<file path="src/rtl/codificador_botoes_pkg.sv">
// ============================================================================
//  Module   : codificador_botoes_pkg
//  Purpose  : Shared constants, encoder state type and note-code helper.
//  Revision : 1.0 - initial release
// ============================================================================
`default_nettype none

package codificador_botoes_pkg;

    localparam logic [3:0] NENHUMA_TECLA = 4'd0;
    localparam int         NUM_TECLAS    = 12;

    typedef enum logic [0:0] {
        LIVRE = 1'b0,
        PRESA = 1'b1
    } estado_t;

    // Note i is reported as i+1 so that 0 can mean "no note".
    function automatic logic [3:0] encode(input logic [3:0] indice);
        return indice + 4'd1;
    endfunction

endpackage

`default_nettype wire

</file>
<file path="src/rtl/codificador_botoes_if.sv">
// ============================================================================
//  Module   : codificador_botoes_if
//  Purpose  : Raw key inputs and encoded/debounced outputs of the keyboard front-end.
//  Revision : 1.0 - initial release
// ============================================================================
`default_nettype none

interface codificador_botoes_if;
    import codificador_botoes_pkg::*;

    logic [NUM_TECLAS-1:0]   botoes_raw;
    logic                    right_arrow_raw;
    logic                    left_arrow_raw;
    logic [3:0]              botoes_encoded;
    logic                    tecla_valida;
    logic                    right_arrow_pressed;
    logic                    left_arrow_pressed;
    logic [NUM_TECLAS+1:0]   db_estaveis;

    modport master (
        output botoes_raw, right_arrow_raw, left_arrow_raw,
        input  botoes_encoded, tecla_valida, right_arrow_pressed,
               left_arrow_pressed, db_estaveis
    );

    modport slave (
        input  botoes_raw, right_arrow_raw, left_arrow_raw,
        output botoes_encoded, tecla_valida, right_arrow_pressed,
               left_arrow_pressed, db_estaveis
    );

endinterface

`default_nettype wire

</file>
<file path="src/rtl/codificador_botoes_debouncer.sv">
// ============================================================================
//  Module   : debouncer
//  Purpose  : 2-FF synchroniser plus counter-based debounce of one key.
//  Revision : 1.0 - initial release
// ============================================================================
`default_nettype none

module debouncer #(
    parameter int DEBOUNCE_CYCLES = 4,
    parameter bit ATIVO_BAIXO     = 1'b0
) (
    input  logic clock,
    input  logic reset,
    input  logic raw,
    output logic estavel
);

    localparam int             c_largura = (DEBOUNCE_CYCLES > 1) ? $clog2(DEBOUNCE_CYCLES) : 1;
    localparam logic [c_largura-1:0] c_ultimo = c_largura'(DEBOUNCE_CYCLES - 1);

    logic                  w_raw;
    logic                  r_sync1;
    logic                  r_sync2;
    logic                  r_estavel;
    logic [c_largura-1:0]  r_cont;

    assign w_raw = ATIVO_BAIXO ? ~raw : raw;

    // A change is accepted on the cycle the mismatch count would reach DEBOUNCE_CYCLES.
    always_ff @(posedge clock) begin
        if (reset) begin
            r_sync1   <= 1'b0;
            r_sync2   <= 1'b0;
            r_estavel <= 1'b0;
            r_cont    <= '0;
        end else begin
            r_sync1 <= w_raw;
            r_sync2 <= r_sync1;
            if (r_sync2 == r_estavel) begin
                r_cont <= '0;
            end else if (r_cont == c_ultimo) begin
                r_estavel <= r_sync2;
                r_cont    <= '0;
            end else begin
                r_cont <= r_cont + c_largura'(1);
            end
        end
    end

    assign estavel = r_estavel;

endmodule

`default_nettype wire

</file>
<file path="src/rtl/codificador_botoes.sv">
// ============================================================================
//  Module   : codificador_botoes
//  Purpose  : Debounces 12 note keys and 2 arrows; emits one note code and arrow pulses.
//  Revision : 1.0 - initial release
// ============================================================================
`default_nettype none

module codificador_botoes
    import codificador_botoes_pkg::*;
#(
    parameter int CLOCK_FREQ      = 50000000,
    parameter int DEBOUNCE_MS     = 10,
    parameter int DEBOUNCE_CYCLES = CLOCK_FREQ / 1000 * DEBOUNCE_MS,
    parameter bit ATIVO_BAIXO     = 1'b0
) (
    input  logic                   clock,
    input  logic                   reset,
    codificador_botoes_if.slave    bus
);

    localparam int c_num_entradas = NUM_TECLAS + 2;

    logic [c_num_entradas-1:0] w_raw;
    logic [c_num_entradas-1:0] w_estavel;
    logic [NUM_TECLAS-1:0]     w_notas;
    logic [1:0]                w_setas;

    assign w_raw   = {bus.left_arrow_raw, bus.right_arrow_raw, bus.botoes_raw};
    assign w_notas = w_estavel[NUM_TECLAS-1:0];
    assign w_setas = w_estavel[c_num_entradas-1:NUM_TECLAS];

    generate
        for (genvar g = 0; g < c_num_entradas; g++) begin : g_debouncer
            debouncer #(
                .DEBOUNCE_CYCLES (DEBOUNCE_CYCLES),
                .ATIVO_BAIXO     (ATIVO_BAIXO)
            ) u_debouncer (
                .clock   (clock),
                .reset   (reset),
                .raw     (w_raw[g]),
                .estavel (w_estavel[g])
            );
        end
    endgenerate

    estado_t    r_estado, w_estado;
    logic [3:0] r_indice, w_indice;
    logic [3:0] r_codigo, w_codigo;
    logic       r_valida;
    logic [1:0] r_setas_ant;
    logic [1:0] r_pulsos;

    always_ff @(posedge clock) begin
        if (reset) begin
            r_estado    <= LIVRE;
            r_indice    <= 4'd0;
            r_codigo    <= NENHUMA_TECLA;
            r_valida    <= 1'b0;
            r_setas_ant <= 2'b00;
            r_pulsos    <= 2'b00;
        end else begin
            r_estado    <= w_estado;
            r_indice    <= w_indice;
            r_codigo    <= w_codigo;
            r_valida    <= (w_codigo != NENHUMA_TECLA);
            r_setas_ant <= w_setas;
            r_pulsos    <= w_setas & ~r_setas_ant;
        end
    end

    // Downward scan so the lowest pressed index is the one left standing.
    always_comb begin
        w_estado = r_estado;
        w_indice = r_indice;
        w_codigo = r_codigo;
        case (r_estado)
            LIVRE: begin
                w_codigo = NENHUMA_TECLA;
                for (int i = NUM_TECLAS - 1; i >= 0; i--) begin
                    if (w_notas[i]) begin
                        w_indice = 4'(i);
                        w_codigo = encode(4'(i));
                        w_estado = PRESA;
                    end
                end
            end
            PRESA: begin
                if (!w_notas[r_indice]) begin
                    w_codigo = NENHUMA_TECLA;
                    w_estado = LIVRE;
                end
            end
            default: begin
                w_codigo = NENHUMA_TECLA;
                w_estado = LIVRE;
            end
        endcase
    end

    assign bus.botoes_encoded      = r_codigo;
    assign bus.tecla_valida        = r_valida;
    assign bus.right_arrow_pressed = r_pulsos[0];
    assign bus.left_arrow_pressed  = r_pulsos[1];
    assign bus.db_estaveis         = w_estavel;

endmodule

`default_nettype wire

</file>
<file path="src/flat_wrapper.sv">
// flat-port wrapper written by rule: the top's interface ports become plain ports
module codificador_botoes_flat import codificador_botoes_pkg::*;
#(
    parameter int CLOCK_FREQ      = 50000000,
    parameter int DEBOUNCE_MS     = 10,
    parameter int DEBOUNCE_CYCLES = CLOCK_FREQ / 1000 * DEBOUNCE_MS,
    parameter bit ATIVO_BAIXO     = 1'b0
)
  (clock, reset, bus_botoes_raw, bus_right_arrow_raw, bus_left_arrow_raw, bus_botoes_encoded, bus_tecla_valida, bus_right_arrow_pressed, bus_left_arrow_pressed, bus_db_estaveis);
  codificador_botoes_if bus_i ();
  input  logic clock;
  input  logic reset;
  input wire logic [$bits(bus_i.botoes_raw)-1:0] bus_botoes_raw;
  input wire logic [$bits(bus_i.right_arrow_raw)-1:0] bus_right_arrow_raw;
  input wire logic [$bits(bus_i.left_arrow_raw)-1:0] bus_left_arrow_raw;
  output wire logic [$bits(bus_i.botoes_encoded)-1:0] bus_botoes_encoded;
  output wire logic [$bits(bus_i.tecla_valida)-1:0] bus_tecla_valida;
  output wire logic [$bits(bus_i.right_arrow_pressed)-1:0] bus_right_arrow_pressed;
  output wire logic [$bits(bus_i.left_arrow_pressed)-1:0] bus_left_arrow_pressed;
  output wire logic [$bits(bus_i.db_estaveis)-1:0] bus_db_estaveis;
  assign bus_i.botoes_raw = bus_botoes_raw;
  assign bus_i.right_arrow_raw = bus_right_arrow_raw;
  assign bus_i.left_arrow_raw = bus_left_arrow_raw;
  assign bus_botoes_encoded = bus_i.botoes_encoded;
  assign bus_tecla_valida = bus_i.tecla_valida;
  assign bus_right_arrow_pressed = bus_i.right_arrow_pressed;
  assign bus_left_arrow_pressed = bus_i.left_arrow_pressed;
  assign bus_db_estaveis = bus_i.db_estaveis;
  codificador_botoes #(.CLOCK_FREQ(CLOCK_FREQ), .DEBOUNCE_MS(DEBOUNCE_MS), .DEBOUNCE_CYCLES(DEBOUNCE_CYCLES), .ATIVO_BAIXO(ATIVO_BAIXO)) u_core (.clock(clock), .reset(reset), .bus(bus_i));
endmodule
</file>
<file path="config.mk">
export PLATFORM = sky130hd
export DESIGN_NAME = codificador_botoes_flat
export DESIGN_NICKNAME = d
export VERILOG_FILES = /design/src/rtl/codificador_botoes_pkg.sv /design/src/rtl/codificador_botoes_if.sv /design/src/rtl/codificador_botoes_debouncer.sv /design/src/rtl/codificador_botoes.sv /design/src/flat_wrapper.sv
export SDC_FILE = /design/constraint.sdc
export NUM_CORES = 1
export LEC_CHECK = 0
export ABC_AREA = 1
export CAP_MARGIN = 20
export CORE_MARGIN = 1
export CORE_UTILIZATION = 48
export DETAILED_ROUTE_END_ITERATION = 10
export PLACE_DENSITY = 0.66
export SETUP_SLACK_MARGIN = 0.3
export SLEW_MARGIN = 20
export SYNTH_ARGS = -nofsm -noshare
export SYNTH_HDL_FRONTEND = slang
export SYNTH_SLANG_ARGS = --single-unit
</file>
<file path="constraint.sdc">
create_clock -name clock -period 4 [get_ports clock]
set_clock_uncertainty 0.15 [all_clocks]
set_input_delay 0.6 -clock clock [delete_from_list [all_inputs] [get_ports clock]]
set_output_delay 0.6 -clock clock [all_outputs]
set_load 0.005 [all_outputs]
</file>
==> impl_results.md, run 1 <==
* Total GRT Usage at 18.2%
* Post-Synthesis Mean Instance Area at 7.52 µm²
* Worst-path fanout max at 15
* Worst skew pair latency at 510 ps
* Drt first-iter violations at 626
* Die area at 0.0314 mm²
* Post-route DRC at 0
* Seq/Total Area, Yosys at 43.8%
* Final period util at 59.3%
* Die span in y at about 180 µm
* Wire per inst at 11.5 µm
* Power per cell area at between 300 and 400 mW/mm²
* Worst-Margin Slew at approximately 800 ps
* Quantity of I/O buffers inserted on ports at 36
* Clock sinks at between 300 and 400
* Slew Limit Fails at 0
* CTS root buf: clkbuf_16
* Status: completed
* H-Tree Depth at 2
* Ports at 37
* Num rows at 63
* Initial antenna violation count at 0
* Synth warn at 0
* Cts bufs inserted at 36
* Routability cong. at 0.836
* Synthesized flop and latch total at 322
* Number of synthesized flops with an enable pin at 0
* Hpwl dp at 20000 µm
* Fraction of layout instances using a drive strength above 1 at 8.61%
* CTS Buffer Depth at 3
* Delay-heaviest family, CP: simple AND/OR/NAND/NOR gates
* Rel. slew slack at 45.3%
* Post-CTS setup buffers at 0
* F_max at 422 MHz
* CP max stage cell: nand4_1
* Worst Setup End Kind: flop
* Cell Area, Placed at 0.0153 mm²
* Die W at 177 µm
* Min-delay worst type: reg -> reg
* Mapped Cells at 1957
* Layout Cells excl Fill at 2411
* Syn nets at about 2000
* Congestion Overflow GR at 0
* Routed Antenna Nets at 0
* Max-cap violations at 0
* Commonest non-fill, non-tap cell in the layout: dfxtp_1
* CP required at 4240 ps
* Mapped cell area at between 0.01 and 0.015 mm²
* Most frequent cells in the layout: 322 x dfxtp_1, 302 x nand2_1, 302 x inv_1, 270 x nor2_1
* Post-synthesis async set-or-reset flop share at 0%
* Final setup violation count at 0
* TNS Setup at 0 ps
* Netlist cell types at 46
* Element type at the critical path start: flop
* Worst EP arrival at 2610 ps
* Routed vias at roughly 12000
* Ys flop type: dfxtp_1
* Worst-path clk slew at 60 ps
* Antenna cell count at 0
* Floorplan Core Area at 0.0299 mm²
* Post-CTS Resized at 0
* CTS tree: done
* Lkg Pwr at between 0.005 and 0.006 µW
* Hold buffers post-CTS at 0
* Kind of critical path: reg -> reg
* Vias in the first global route at 11163
* Cell count after placement at 2348
* RSZ-0062 raised after global routing: false
* WP buf/inv at 2
* Wire length of the first global-routing pass at 48800 µm
* VDD IR max at 0.326 mV
* Nets at 2026
* Post-layout min period at approximately 2400 ps
* Design Area, Final at 0.0165 mm²
* Area Overhead vs Synth at 12.0%
* Final Hold Vio Count at 0
* Drt total wl at 27700 µm
* Initial Util at 49.2%
* Largest net degree at the start of global routing at 49
* Worst path cell trace: ha_1 -> nand2_1 -> nor2_1 -> inv_1 -> nor4_1 -> nand3_1 -> nand4_1 -> inv_1 -> nand2_1 -> a21oi_1
* First-pass iteration count of the detailed router at 5
* CP max stage delay at 510 ps
* Via/cell ratio at 4.95
## metrics by stage
stage | utilization (%) | power, µW | hold slack (ps) | setup slack, ps
after global placement | 51.3 | 3390 | 234 | 1250
final | 55.2 | 6470 | 244 | 1630
after detailed placement | 51.3 | 3390 | 236 | 1240
after CTS | 55.2 | 6580 | 250 | 1610
after floorplan | - | 3360 | 223 | 2240
after global routing | 55.2 | 6720 | 262 | 1310
## state kept, by name, indices dropped and copies added (netlist names)
register                                count
u_core.g_debouncer.u_debouncer.r_cont     266
u_core.g_debouncer.u_debouncer.estavel     14
u_core.g_debouncer.u_debouncer.r_sync1     14
u_core.g_debouncer.u_debouncer.r_sync2     14
u_core.bus.botoes_encoded                   4
u_core.r_indice                             4
u_core.r_pulsos                             2
u_core.r_setas_ant                          2
u_core.bus.tecla_valida                     1
u_core.r_estado                             1
## synthesized netlist by cell type (2+ instances only)
cell type | number | area share [%]
ha_1 | 14 | 1.2
buf_1 | 4 | 0.10
nor4_1 | 30 | 1.3
xor2_1 | 55 | 3.3
nor3b_1 | 28 | 1.4
nor3b_2 | 9 | 0.77
nand2_2 | 11 | 0.47
dfxtp_1 | 322 | 44
nor2_2 | 26 | 1.1
nand3b_1 | 3 | 0.15
o21ai_0 | 56 | 1.9
nor4_2 | 5 | 0.43
a21oi_1 | 101 | 3.4
inv_1 | 302 | 7.7
o21a_1 | 12 | 0.61
nand3_2 | 9 | 0.61
o41ai_1 | 2 | 0.12
clkbuf_1 | 2 | 0.051
buf_6 | 2 | 0.15
o31ai_1 | 3 | 0.15
inv_2 | 3 | 0.077
nor3_1 | 101 | 3.4
nor3_4 | 3 | 0.33
and3_1 | 4 | 0.17
o21bai_1 | 5 | 0.26
or2_2 | 15 | 0.64
nor2_1 | 270 | 6.9
a31oi_1 | 6 | 0.26
xnor2_1 | 23 | 1.4
buf_4 | 17 | 0.87
nand4_1 | 56 | 2.4
nand2_1 | 302 | 7.7
buf_2 | 12 | 0.41
nand4_2 | 5 | 0.43
nor3_2 | 19 | 1.3
a211oi_1 | 8 | 0.41
nor2_4 | 4 | 0.31
nand3_1 | 100 | 3.4
## kinds of logic after synthesis
kind of cell | synth area share (%)
and+or+nand+nor | 33.4
buffers and inverters | 9.36
DFF | 43.8
AOI/OAI and AO/OA | 7.59
xor gates and xnor gates | 4.64
adders and majority gates | 1.19
## worst reg2reg max path, cell delays in order (launching register included)
cell	delay, ps
dfxtp_1	350
ha_1	180
nand2_1	70
nor2_1	150
inv_1	100
nor4_1	170
nand3_1	180
nand4_1	510
inv_1	230
nand2_1	110
a21oi_1	40
## metal layers
layer	vias to the layer above	part of all wire [%]	GRT usage [%]
met2	146	44	30.3
met1	5343	50	23.7
met5	-	0	0
met3	37	4.1	3.97
met4	0	1.7	5.03
li1	6400	-	-
## path summary, 6_finish.rpt
path	from	end	slack, ps	depth (start not counted)
max	u_core.g_debouncer[2].u_debouncer.r_cont[0]$_SDFF_PP0_	u_core.g_debouncer[2].u_debouncer.r_cont[11]$_SDFF_PP0_	1630	10
min	u_core.g_debouncer[2].u_debouncer.r_sync1$_SDFF_PP0_	u_core.g_debouncer[2].u_debouncer.r_sync2$_SDFF_PP0_	240	2
max reg2reg	u_core.g_debouncer[2].u_debouncer.r_cont[0]$_SDFF_PP0_	u_core.g_debouncer[2].u_debouncer.r_cont[11]$_SDFF_PP0_	1630	10
min reg2reg	u_core.g_debouncer[2].u_debouncer.r_sync1$_SDFF_PP0_	u_core.g_debouncer[2].u_debouncer.r_sync2$_SDFF_PP0_	240	2
## area by class of cell
class                           instances  area, µm²
Clock buffer                           49       1030
Clock inverter                         14        110
Fill cell                            2845      13400
Inverter                              305       1140
Multi-Input combinational cell       1293       6890
Sequential cell                       322       6450
Tap cell                              390        488
Timing Repair Buffer                   38        370
## where the power goes
part | switching, µW | total (µW) | internal [µW]
clock | 1280 | 3150 | 1870
combinational | 53.7 | 83.7 | 30.0
sequential | 8.89 | 3230 | 3220
Power figures use the tool's default switching activity.
==> run 2, diff against run 1 <==
Settings changed: PLACE_DENSITY 0.66 to 0.69.
Clock period 4 ns to 2.1 ns, I/O delays scaled along.
==> impl_results.md, run 2 (same netlist as run 1, synthesis figures left out) <==
* Status: completed (unchanged)
* Hold buffers post-CTS at 0 (unchanged)
* Drt first-iter violations at 606 (was 626)
* Worst skew pair latency at 520 ps (was 510 ps)
* Total GRT Usage at 19.4% (was 18.2%)
* RSZ-0062 raised after global routing: true (was false)
* Initial Util at 49.2% (unchanged)
* Worst hold slack at 122 ps (was 244 ps)
* VDD IR max at 0.599 mV (was 0.326 mV)
* F_max at 557 MHz (was 422 MHz)
* Cts bufs inserted at 36 (unchanged)
* Final period util at 85.5% (was 59.3%)
* Routed Antenna Nets at 0 (unchanged)
* Element type at the critical path start: flop (unchanged)
* Worst-path clk slew at 60 ps (about the same)
* Die area at 0.0314 mm² (unchanged)
* TNS Setup at 0 ps (unchanged)
* CTS tree: done (unchanged)
* Wire per inst at 12.7 µm (was 11.5 µm)
* Post-layout min period at 1800 ps (was 2370 ps)
* Die span in y at 177 µm (unchanged)
* Vias in the first global route at 11780 (was 11163)
* Most frequent cells in the layout: 275 x inv_1, 268 x nand2_1, 255 x dfxtp_1, 237 x nor2_1, 127 x buf_4 (was 322 x dfxtp_1, 302 x nand2_1, 302 x inv_1, 270 x nor2_1)
* Area Overhead vs Synth at 29.2% (was 12.0%)
* Congestion Overflow GR at 0 (unchanged)
* Fraction of layout instances using a drive strength above 1 at 25.9% (was 8.61%)
* Area of the multi-input gates at 0.00800 mm² (was 0.00689 mm²)
* Hpwl dp at 21000 µm (was 20000 µm)
* Floorplan Core Area at 0.0299 mm² (unchanged)
* Largest net degree at the start of global routing at 19 (was 49)
* First-pass iteration count of the detailed router at 5 (unchanged)
* CTS Buffer Depth at 3 (unchanged)
* Largest reg by FF count: u_core.g_debouncer.u_debouncer.r_cont (unchanged)
* Layout Cells excl Fill at 2554 (was 2411)
* Worst-path fanout max at 4 (was 15)
* Nets at 2168 (was 2026)
* Min-delay worst type: in -> reg (was reg -> reg)
* Routability cong. at 0.841 (was 0.836)
* Quantity of I/O buffers inserted on ports at 36 (unchanged)
* Wire length of the first global-routing pass at 51400 µm (was 48800 µm)
* Reg area at 0.00656 mm² (was 0.00645 mm²)
* Slew Limit Fails at 0 (unchanged)
* H-Tree Depth at 2 (unchanged)
* Via/cell ratio at 5.10 (was 4.95)
* CP required at 2410 ps (was 4240 ps)
* Rel. slew slack at 70.1% (was 45.3%)
* Worst-Margin Slew at 444 ps (was 821 ps)
* Cell count after placement at 2380 (was 2348)
* Kind of critical path: reg -> reg (unchanged)
* Antenna cell count at 0 (unchanged)
* Final Core Density at 63.6% (was 55.2%)
* R2R Setup Slk at 300 ps (was 1630 ps)
* Max-cap violations at 0 (unchanged)
* Worst Setup End Kind: flop (unchanged)
* Commonest non-fill, non-tap cell in the layout: inv_1 (was dfxtp_1)
* Lkg Pwr at 0.00742 µW (was 0.00599 µW)
* Power per cell area at 693 mW/mm² (was 393 mW/mm²)
* Final setup violation count at 0 (unchanged)
* Initial antenna violation count at 0 (unchanged)
* Num rows at 63 (unchanged)
* Final Hold Vio Count at 0 (unchanged)
* Clock sinks at 322 (unchanged)
* Max reg flops at 266 (unchanged)
* Worst EP arrival at 2110 ps (was 2610 ps)
* # fillers at 2452 (was 2845)
* Routed vias at 13035 (was 11926)
* Die W at 177 µm (unchanged)
* Post-route DRC at 0 (unchanged)
* Drt total wl at 32400 µm (was 27700 µm)
* CTS root buf: clkbuf_16 (unchanged)
* Ports at 37 (unchanged)
-- run 2: worst paths after layout --
check                                                         start                                                       to  cells past startpoint
max          u_core.g_debouncer[6].u_debouncer.r_cont[0]$_SDFF_PP0_  u_core.g_debouncer[6].u_debouncer.r_cont[16]$_SDFF_PP0_                     10
min                                                           reset     u_core.g_debouncer[8].u_debouncer.r_sync2$_SDFF_PP0_                      3
max reg2reg  u_core.g_debouncer[6].u_debouncer.r_cont[0]$_SDFF_PP0_  u_core.g_debouncer[6].u_debouncer.r_cont[16]$_SDFF_PP0_                     10
min reg2reg                        u_core.r_setas_ant[1]$_SDFF_PP0_                            u_core.r_pulsos[1]$_SDFF_PP0_                      1
-- run 2: power by group --
group	internal, µW	switching (µW)
combinational	101	126
sequential	6130	21.0
clock	4290	2500
-- run 2: cell type report --
type	instances	area share [%]
multi-input combinational	1295	42.1
sequential	322	34.5
timing repair buffer	178	7.87
inverter	305	6.12
clock buffer	50	5.61
tap	390	2.57
clock inverter	14	1.22
-- run 2: repair_timing --
action	4_1_cts	5_1_grt
setup buffers	43	63
pin swaps	38	107
gates resized for setup	127	255
endpoints found under the setup margin	145	227
cloned	1	3
-- run 2: routing by layer --
layer,up-vias,share of wire (%),track usage [%]
li1,6709,-,-
met5,-,0,0
met4,0,2.1,5.68
met1,6069,45,24.3
met3,51,3.7,3.14
met2,206,49,34.1
-- run 2: critical path, stage by stage, from the launching register on --
cell and delay (ps):
dfxtp_4 370, ha_4 150, nand2_4 70, nor3_4 210, nand3_2 90, nand3b_4 200
nor2_4 150, nand2_2 90, o21bai_2 110, nand3_1 80, inv_1 50
-- run 2: stage by stage --
stage,total power [µW],area (µm²),setup slack (ps)
after detailed placement,6480,15600,102
after floorplan,6400,14700,345
after global placement,6480,15600,119
after global routing,13600,19000,208
after CTS,13300,17600,132
final,13200,19000,304
==> run 3, diff against run 2 <==
Settings changed: GPL_TIMING_DRIVEN set to 0.
==> impl_results.md, run 3 (same netlist as run 1, synthesis figures left out) <==
* VDD IR max at 0.787 mV (was 0.599 mV)
* Worst hold slack at 172 ps (was 122 ps)
* Hold buffers post-CTS at 0 (unchanged)
* Min-delay src: bus_right_arrow_raw (was reset)
* Via/cell ratio at 5.11 (was 5.10)
* Sequential Power Share at 47.5% (was 46.7%)
* RSZ-0062 raised after global routing: true (unchanged)
* Worst Setup End Kind: flop (unchanged)
* Reg-to-reg startpoint: u_core.g_debouncer[2].u_debouncer.r_cont[0]$_SDFF_PP0_ (was u_core.g_debouncer[6].u_debouncer.r_cont[0]$_SDFF_PP0_)
* Rel. slew slack at 53.0% (was 70.1%)
* Antenna cell count at 0 (unchanged)
* Post-route DRC at 0 (unchanged)
* Vias in the first global route at 11875 (was 11780)
* R2R cell count at 11 (was 10)
* Final Core Density at 64.0% (was 63.6%)
* Final setup violation count at 0 (unchanged)
* Largest reg by FF count: u_core.g_debouncer.u_debouncer.r_cont (unchanged)
* Die W at 177 µm (unchanged)
* Lkg Pwr at 0.00752 µW (was 0.00742 µW)
* Worst EP arrival at 2170 ps (was 2110 ps)
* Max-cap violations at 0 (unchanged)
* CTS root buf: clkbuf_16 (unchanged)
* Part of the power in the clock network at 50.6% (was 51.5%)
* Crit. Startpoint: u_core.g_debouncer[2].u_debouncer.r_cont[0]$_SDFF_PP0_ (was u_core.g_debouncer[6].u_debouncer.r_cont[0]$_SDFF_PP0_)
* F_max at 523 MHz (was 557 MHz)
* Final Hold Vio Count at 0 (unchanged)
* Min-delay worst type: in -> reg (unchanged)
* Kind of critical path: reg -> reg (unchanged)
* Area Overhead vs Synth at 30.0% (was 29.2%)
* Worst-path clk slew at 60 ps (about the same)
* Nets at 2174 (was 2168)
* Congestion Overflow GR at 0 (unchanged)
* Post-layout min period at 1910 ps (was 1800 ps)
* Ports at 37 (unchanged)
* Power per cell area at 675 mW/mm² (was 693 mW/mm²)
* Pre-CTS setup slack at -447 ps (was 102 ps)
* CP endpoint: u_core.g_debouncer[2].u_debouncer.r_cont[14]$_SDFF_PP0_ (was u_core.g_debouncer[6].u_debouncer.r_cont[16]$_SDFF_PP0_)
* Routed Antenna Nets at 0 (unchanged)
* Most frequent cells in the layout: 277 x inv_1, 263 x nand2_1, 252 x dfxtp_1, 228 x nor2_1, 122 x buf_4 (was 275 x inv_1, 268 x nand2_1, 255 x dfxtp_1, 237 x nor2_1, 127 x buf_4)
* Num rows at 63 (unchanged)
* Element type at the critical path start: flop (unchanged)
* Cts bufs inserted at 37 (was 36)
* Post-route setup slack at 188 ps (was 304 ps)
* Switching pwr at 2680 µW (was 2650 µW)
* Slew Limit Fails at 0 (unchanged)
* Die area at 0.0314 mm² (unchanged)
* Met3 Use GR at 3.14% (unchanged)
* CTS Buffer Depth at 3 (unchanged)
* Int Pwr at 10200 µW (was 10500 µW)
* CP required at 2350 ps (was 2410 ps)
* H-Tree Depth at 2 (unchanged)
* Status: completed (unchanged)
* Final period util at 91.1% (was 85.5%)
* R2R Path End: u_core.g_debouncer[2].u_debouncer.r_cont[14]$_SDFF_PP0_ (was u_core.g_debouncer[6].u_debouncer.r_cont[16]$_SDFF_PP0_)
* Clock sinks at 322 (unchanged)
* Total GRT Usage at 20.2% (was 19.4%)
* Wire per inst at 13.2 µm (was 12.7 µm)
* Worst-Margin Slew at 705 ps (was 444 ps)
* Largest net degree at the start of global routing at 14 (was 19)
* Initial antenna violation count at 1 (was 0)
* M2 GR Usage at 34.9% (was 34.1%)
* Switching part of the total at 20.8% (was 20.1%)
* Wire length of the first global-routing pass at 53300 µm (was 51400 µm)
* Drt first-iter violations at 694 (was 606)
* Drt total wl at 33700 µm (was 32400 µm)
* Routability cong. at 0.866 (was 0.841)
* First-pass iteration count of the detailed router at 5 (unchanged)
* Fraction of layout instances using a drive strength above 1 at 27.0% (was 25.9%)
* Max reg flops at 266 (unchanged)
* Worst skew pair latency at 520 ps (about the same)
* Cell Area, Placed at 0.0156 mm² (about the same)
* TNS Setup at 0 ps (unchanged)
* GR Layer Usage met1 at 25.9% (was 24.3%)
* Commonest non-fill, non-tap cell in the layout: inv_1 (unchanged)
* Hpwl dp at 21300 µm (was 21000 µm)
* Design Area, Final at 0.0191 mm² (was 0.0190 mm²)
* Die span in y at 177 µm (unchanged)
* Most used routing layer in global routing: met2 (unchanged)
* Worst-path fanout max at 3 (was 4)
* R2R Setup Slk at 190 ps (was 300 ps)
* Quantity of I/O buffers inserted on ports at 36 (unchanged)
* Initial Util at 49.2% (unchanged)
* Floorplan Core Area at 0.0299 mm² (unchanged)
* CTS tree: done (unchanged)
* Combinational Power Share at 1.8% (was 1.7%)
* Routed vias at 13094 (was 13035)
* # fillers at 2422 (was 2452)
[run 3: critical path, stage by stage (launching register included)]
cell,delay [ps]
dfxtp_2,350
ha_4,150
nand2_4,60
nor2_4,110
inv_2,60
buf_4,150
nor3_4,190
nand3_2,130
nor2_4,150
nand3_2,100
nor3_2,140
nor3_2,60
[run 3: how the worst min path moves through the flow]
stage / end / cells past startpoint
after floorplan: u_core.r_pulsos[1]$_SDFF_PP0_ / 1
after global routing: u_core.g_debouncer[2].u_debouncer.r_sync1$_SDFF_PP0_ / 3
final: u_core.g_debouncer[12].u_debouncer.r_sync1$_SDFF_PP0_ / 3
after CTS: u_core.g_debouncer[12].u_debouncer.r_sync1$_SDFF_PP0_ / 3
after detailed placement: u_core.g_debouncer[12].u_debouncer.r_sync2$_SDFF_PP0_ / 2
after global placement: u_core.g_debouncer[10].u_debouncer.r_sync2$_SDFF_PP0_ / 2
[run 3: per-layer routing]
layer | share of wire [%] | vias up
met5 | 0 | -
met4 | 1.8 | 0
met3 | 4.4 | 54
met2 | 50 | 219
met1 | 44 | 6106
li1 | - | 6715
[run 3: area by class of cell]
type | instances | area, µm² | share of cell area, %
buffer | 37 | 293 | 1.53
clock buffer | 49 | 1050 | 5.50
clock inverter | 16 | 194 | 1.01
inverter | 305 | 1150 | 6.04
multi-input combinational | 1293 | 8150 | 42.6
sequential | 322 | 6580 | 34.4
tap | 390 | 488 | 2.55
timing repair buffer | 148 | 1210 | 6.34
[run 3: stage by stage]
step                std cells  total power (µW)
floorplan                1957              6400
global placement         2383              6470
detailed placement       2383              6480
CTS                      2511             13100
global route             2560             13400
finish                   2560             12900
[run 3: timing repair]
item	CTS	global route
setup endpoints to repair	257	254
gates cloned	3	0
resized for setup	199	250
pin swaps	53	115
buffers inserted	60	49
[run 3: power by group through the flow]
stage               clock network, µW  registers [µW]  logic [µW]
finish                           6540            6140         234
global route                     6950            6140         258
CTS                              6690            6150         218
detailed placement                  0            6290         184
global placement                    0            6290         181
floorplan                           0            6290         107
